### config.mk
export PLATFORM = sky130hd
export DESIGN_NAME = preadder_issue
export DESIGN_NICKNAME = d
export VERILOG_FILES = /design/src/rtl/preadder_issue_pkg.sv /design/src/rtl/issue_delay_line.sv /design/src/rtl/preadder_issue.sv
export SDC_FILE = /design/constraint.sdc
export NUM_CORES = 1
export LEC_CHECK = 0
export BUFFER_PORTS_ARGS = -buffer_cell sky130_fd_sc_hd__buf_4
export CAP_MARGIN = 20
export CORE_MARGIN = 1
export CORE_UTILIZATION = 45
export CTS_CLUSTER_SIZE = 10
export DETAILED_ROUTE_END_ITERATION = 8
export GPL_ROUTABILITY_DRIVEN = 1
export PLACE_DENSITY = 0.87
export RECOVER_POWER = 100
export SYNTH_ARGS = -nofsm -noshare
export SYNTH_HDL_FRONTEND = slang
export SYNTH_SLANG_ARGS = --single-unit
### constraint.sdc
create_clock -name clk -period 3.4 [get_ports clk]
set_clock_uncertainty 0.05 [all_clocks]
set_input_delay 0 -clock clk [delete_from_list [all_inputs] [get_ports clk]]
set_output_delay 0 -clock clk [all_outputs]
set_load 0.01 [all_outputs]
### src/rtl/preadder_issue_pkg.sv
// Shared types for the pre-adder operand issue stage: operand word layout,
// thread count, pre-adder mode encodings and the pending-command record.
package preadder_issue_pkg;

    localparam int unsigned N_THREADS  = 4;
    localparam int unsigned LIMB_W     = 20;
    localparam int unsigned POLY_LIMBS = 3;
    localparam int unsigned CMD_ADDR_W = 6;

    typedef logic [POLY_LIMBS-1:0][LIMB_W-1:0] redundant_poly_L3;

    typedef enum logic [1:0] {
        MODE_PASS   = 2'b00,
        MODE_ADDSUB = 2'b01,
        MODE_ACC    = 2'b10
    } preadd_mode_e;

    typedef struct packed {
        preadd_mode_e          mode;
        logic [CMD_ADDR_W-1:0] addr_x;
        logic [CMD_ADDR_W-1:0] addr_y;
    } issue_cmd_t;

endpackage

### src/rtl/issue_delay_line.sv
// Fixed-depth shift pipeline keeping slot side-band aligned with RAM read data.
// Only the valid bits are reset; payload follows whatever was shifted in.
module issue_delay_line #(
    parameter int unsigned DEPTH = 2,
    parameter int unsigned W     = 4
) (
    input  logic         clk,
    input  logic         rst,
    input  logic         in_valid,
    input  logic [W-1:0] in_data,
    output logic         out_valid,
    output logic [W-1:0] out_data
);

    logic         vld [DEPTH];
    logic [W-1:0] dat [DEPTH];

    always_ff @(posedge clk) begin
        if (rst) begin
            for (int unsigned i = 0; i < DEPTH; i++) begin
                vld[i] <= 1'b0;
            end
        end else begin
            vld[0] <= in_valid;
            for (int unsigned i = 1; i < DEPTH; i++) begin
                vld[i] <= vld[i-1];
            end
        end
    end

    always_ff @(posedge clk) begin
        dat[0] <= in_data;
        for (int unsigned i = 1; i < DEPTH; i++) begin
            dat[i] <= dat[i-1];
        end
    end

    assign out_valid = vld[DEPTH-1];
    assign out_data  = dat[DEPTH-1];

endmodule

### src/rtl/preadder_issue.sv
// Round-robin operand issue stage: one pending command per thread, slot s always
// carries thread s, operands fetched from a fixed-latency dual-port RAM.
module preadder_issue
    import preadder_issue_pkg::*;
#(
    parameter int unsigned N_THREADS = preadder_issue_pkg::N_THREADS,
    parameter int unsigned ADDR_W    = CMD_ADDR_W,
    parameter int unsigned RD_LAT    = 2,
    parameter int unsigned TID_W     = $clog2(N_THREADS)
) (
    input  logic             clk,
    input  logic             rst,
    input  logic             cmd_valid,
    output logic             cmd_ready,
    input  logic [TID_W-1:0] cmd_thread,
    input  logic [1:0]       cmd_mode,
    input  logic [ADDR_W-1:0] cmd_addr_x,
    input  logic [ADDR_W-1:0] cmd_addr_y,
    output logic             rd_en,
    output logic [ADDR_W-1:0] rd_addr_x,
    output logic [ADDR_W-1:0] rd_addr_y,
    input  redundant_poly_L3 rd_data_x,
    input  redundant_poly_L3 rd_data_y,
    output redundant_poly_L3 X,
    output redundant_poly_L3 Y,
    output logic [1:0]       mode,
    output logic             out_valid,
    output logic [TID_W-1:0] out_thread,
    output logic             chain_err
);

    localparam int unsigned SIDE_W = 2 + TID_W;

    logic [TID_W-1:0]     slot;
    logic [N_THREADS-1:0] pending;
    issue_cmd_t           entry [N_THREADS];
    logic [N_THREADS-1:0] last_valid;
    logic [ADDR_W-1:0]    addr_x_q;
    logic [ADDR_W-1:0]    addr_y_q;

    logic                 issue;
    issue_cmd_t           issue_cmd;
    logic                 accept;

    logic [SIDE_W-1:0]    side_in;
    logic [SIDE_W-1:0]    side_out;
    logic                 pipe_valid;
    preadd_mode_e         pipe_mode;
    logic [TID_W-1:0]     pipe_thread;

    assign cmd_ready = !pending[cmd_thread];
    assign accept    = cmd_valid && cmd_ready;

    assign issue     = pending[slot];
    assign issue_cmd = entry[slot];

    // Read strobe is combinational on the slot so RAM data lands RD_LAT later,
    // keeping issue-to-output at exactly RD_LAT+1 cycles.
    assign rd_en     = issue;
    assign rd_addr_x = issue ? issue_cmd.addr_x : addr_x_q;
    assign rd_addr_y = issue ? issue_cmd.addr_y : addr_y_q;

    always_ff @(posedge clk) begin
        if (rst) begin
            slot     <= '0;
            pending  <= '0;
            addr_x_q <= '0;
            addr_y_q <= '0;
        end else begin
            slot <= (slot == TID_W'(N_THREADS - 1)) ? '0 : slot + 1'b1;
            if (issue) begin
                pending[slot] <= 1'b0;
                addr_x_q      <= issue_cmd.addr_x;
                addr_y_q      <= issue_cmd.addr_y;
            end
            // A thread being issued has cmd_ready low, so set and clear never collide.
            if (accept) begin
                pending[cmd_thread] <= 1'b1;
            end
        end
    end

    always_ff @(posedge clk) begin
        if (accept) begin
            entry[cmd_thread] <= '{mode:   preadd_mode_e'(cmd_mode),
                                   addr_x: cmd_addr_x,
                                   addr_y: cmd_addr_y};
        end
    end

    assign side_in = {issue_cmd.mode, slot};

    issue_delay_line #(
        .DEPTH (RD_LAT),
        .W     (SIDE_W)
    ) u_side (
        .clk       (clk),
        .rst       (rst),
        .in_valid  (issue),
        .in_data   (side_in),
        .out_valid (pipe_valid),
        .out_data  (side_out)
    );

    assign pipe_mode   = preadd_mode_e'(side_out[TID_W +: 2]);
    assign pipe_thread = side_out[TID_W-1:0];

    always_ff @(posedge clk) begin
        if (rst) begin
            X          <= '0;
            Y          <= '0;
            mode       <= MODE_PASS;
            out_valid  <= 1'b0;
            out_thread <= '0;
            chain_err  <= 1'b0;
            last_valid <= '0;
        end else begin
            X          <= pipe_valid ? rd_data_x : '0;
            Y          <= pipe_valid ? rd_data_y : '0;
            mode       <= pipe_valid ? pipe_mode : MODE_PASS;
            out_valid  <= pipe_valid;
            out_thread <= pipe_thread;
            // Accumulate needs the same thread to have been live one round earlier.
            chain_err  <= pipe_valid && (pipe_mode == MODE_ACC) && !last_valid[pipe_thread];
            last_valid[pipe_thread] <= pipe_valid;
        end
    end

endmodule
==> results.md <==
- Final ANT Viol Nets: 0
- Highest-count cells in the layout ignoring fill and taps: clkbuf_1 (165), dfxtp_1 (158), dlygate4sd3_1 (141), buf_4 (127), and2_0 (73)
- Chip width: 124 um
- Leakage power: between 4 and 5 nW
- Clk root buf: clkbuf_16
- Failing checks: max-capacitance violations, max-slew violations
- Worst Path Arrival: around 3.1 ns
- WL/cell: roughly 20 um
- Max Cap Viol: 1
- Slew Limit Fails: 16
- CP Class: register to register
- Max VDD drop: a little over 0.0004 V
- Tmin final: between 2 and 3 ns
- Htree depth: 1
- Nets@finish: 1,023
- First-pass GRT wire length: 30,280 um
- Final wirelength: 21,190 um
- I/O pins: 279
- 1st-iter DRT viols: about 320
- Status: finished with violations
- Sequential fraction of the synthesis area: around 72%
- Synth Register Bits: approximately 210
- Pin count of the biggest net entering global routing: between 60 and 70
- Residual DRC: 0
- Vias in the first global route: between 5,000 and 6,000
- Pwr dens: around 530 nW/um2
- Critical Path RT: between 3 and 4 ns
- Syn-to-layout area delta: 55.93%
- Crit-path cells: clkbuf_1 > ha_1 > o31ai_1 > o21ai_0 > a21oi_1 > dlygate4sd3_1
- GPL Wtd Cong: around 0.82
- Crit end category: register
- CTS tree: built
- Skew-Pair Late Insertion Delay: about 0.50 ns
- Final setup fails: 0
- Delay-heaviest family, CP: buffers and inverters
- Max Freq: between 300 and 400 MHz
- Crit share post-route: between 80% and 90%
- Sinks on Clock Net: ~210
- Ratio of cells with drive above 1 in the final layout: approximately 20%
- Leading cell type in the layout, fill and taps excluded: clkbuf_1
- Ys Warns: 0
- Clock slew seen by the registers of the worst setup and hold paths: roughly 0.05 ns
- Maximum clock insertion buffer count: 3
- Die Ht: about 120 um
- Core box area: around 15,000 um2
- Cell Area, Synth: about 6700 um2
- Rel. slew slack: -20.51%
- DR vias: 5,209
- Initial Util: a little under half
- Mapped Avg Cell Area: 14.95 um2
- Buffers on Ports: 278
- RSZ-0062 raised after global routing: false
- Setup WS pre-CTS: ~1.3 ns
- Crit path buffers/inverters: 2
- CP max stage delay: around 0.74 ns
- Initial antenna violation count: 8
- # resized after CTS: 0
- Syn Nets: 591
- Critical Path Fanout Max: 16
- Worst Setup Start Kind: register
- Row count: 44
- Grt ovf: 0
- Design Power: about 5.6 mW
- Min-delay worst type: input port to register
- Synthesized instance count: 448
- TritonRoute pass-1 iters: 4
- Via/cell ratio: ~4.8
- Num CTS Buffers: 25
- Post-synth cell types: 31
- Die area: approximately 15,000 um2
- GRT Overall Usage: approximately 27%
- Hold Fails Final Rpt: 0
- Hpwl dp: approximately 11,000 um
- Measured slew at the worst slew-check pin: around 1.8 ns
- Worst path slowest cell: clkbuf_1
- Setup TNS: 0 ns
- Setup ws final: approximately 0.61 ns
-- repair_timing --
action                     in CTS  in global routing
buffers inserted                0                  0
hold endpoints to repair      227                  0
hold buffers                  141                  0
setup endpoints to repair       0                  0
-- synthesized netlist by cell type (all sizes together) --
| cell type | number | area share (%) |
|---|---|---|
| nor3b | 3 | 0.34 |
| o21a | 3 | 0.34 |
| nand2 | 4 | 0.22 |
| buf | 5 | 0.88 |
| nor4bb | 1 | 0.15 |
| o21ai | 2 | 0.15 |
| dfxtp | 158 | 47 |
| nand2b | 2 | 0.19 |
| o21ba | 3 | 0.45 |
| mux4 | 16 | 5.4 |
| inv | 4 | 0.22 |
| nor2b | 16 | 1.5 |
| mux2i | 5 | 1.0 |
| nor2 | 3 | 0.17 |
| edfxtp | 56 | 25 |
| o31ai | 4 | 0.45 |
| nor4b | 1 | 0.13 |
| or3 | 1 | 0.093 |
| and2 | 124 | 12 |
| nand3 | 1 | 0.075 |
| mux2 | 12 | 2.4 |
| ha | 4 | 0.75 |
| a21oi | 3 | 0.22 |
| clkbuf | 15 | 0.84 |
| nor3 | 2 | 0.15 |
-- stage by stage --
| stage | cells | utilization [%] | instance area, um2 | hold WS (ns) |
|---|---|---|---|---|
| after floorplan | 448 | - | 6698 | 0.02161 |
| after global placement | 896 | 61.78 | 8979 | 0.1493 |
| after detailed placement | 896 | 61.78 | 8979 | 0.1529 |
| after CTS | 1072 | 76.08 | 11060 | 0.1781 |
| after global routing | 1079 | 71.84 | 10440 | 0.1917 |
| final | 1080 | 71.86 | 10440 | 0.1948 |
-- flip-flops by register name, indices dropped and copies added, names as in the netlist --
register / cells
last_valid: 4
entry: 56
addr_y_q: 6
out_thread: 2
X: 60
u_side.vld: 2
chain_err: 1
out_valid: 1
pending: 4
Y: 60
slot: 2
addr_x_q: 6
u_side.dat: 8
mode: 2
-- power by group --
group | leakage (nW) | switching, mW | internal (mW) | total [mW]
clock network | 0.323 | 0.959 | 1.33 | 2.29
logic | 2.02 | 0.218 | 0.314 | 0.531
registers | 1.79 | 0.0376 | 2.69 | 2.73
total | 4.14 | 1.21 | 4.34 | 5.55
-- worst register-to-register path, stage by stage (launching register included) --
cell and delay, ns:
dfxtp_1 0.55, clkbuf_1 0.74, ha_1 0.30, o31ai_1 0.08
o21ai_0 0.24, a21oi_1 0.12, dlygate4sd3_1 0.62
-- logic make-up after synthesis --
group                    Yosys count  share of synthesized area (%)
AO/OA/AOI/OAI                     15                          1.607
adder cells (fa/ha/maj)            4                         0.7473
buffers and inverters             24                          1.943
flip-flops                       214                          72.33
multiplexers                      33                          8.780
AND/OR/NAND/NOR                  158                          14.59
-- layout make-up --
cell class	instances	area [um2]
fill	1037	4090
clock buffer	34	659.4
multi-input combinational	210	1710
antenna	8	20.02
tap	184	230.2
inverter	4	15.01
sequential	214	4845
clock inverter	1	8.758
timing repair buffer	425	2955
-- routing by layer --
metal	GRT usage, %	vias to the layer above	wire length [um]
li1	-	2360	-
met1	26.88	2505	7226
met2	50.52	255	11450
met3	6.593	87	1532
met4	15.03	2	962
met5	0	-	13
-- worst paths after layout --
path	start	endpoint	slack, ns	depth (start not counted)
max	slot[1]$_SDFF_PP0_	pending[2]$_SDFF_PP0_	0.61	6
min	rd_data_x[2]	X[2]$_SDFF_PP0_	0.19	3
max reg2reg	slot[1]$_SDFF_PP0_	pending[2]$_SDFF_PP0_	0.61	6
min reg2reg	u_side.dat[0][0]$_DFF_P_	u_side.dat[0][4]$_DFF_P_	0.28	0
Note: power is estimated with default switching activity, not from simulation.
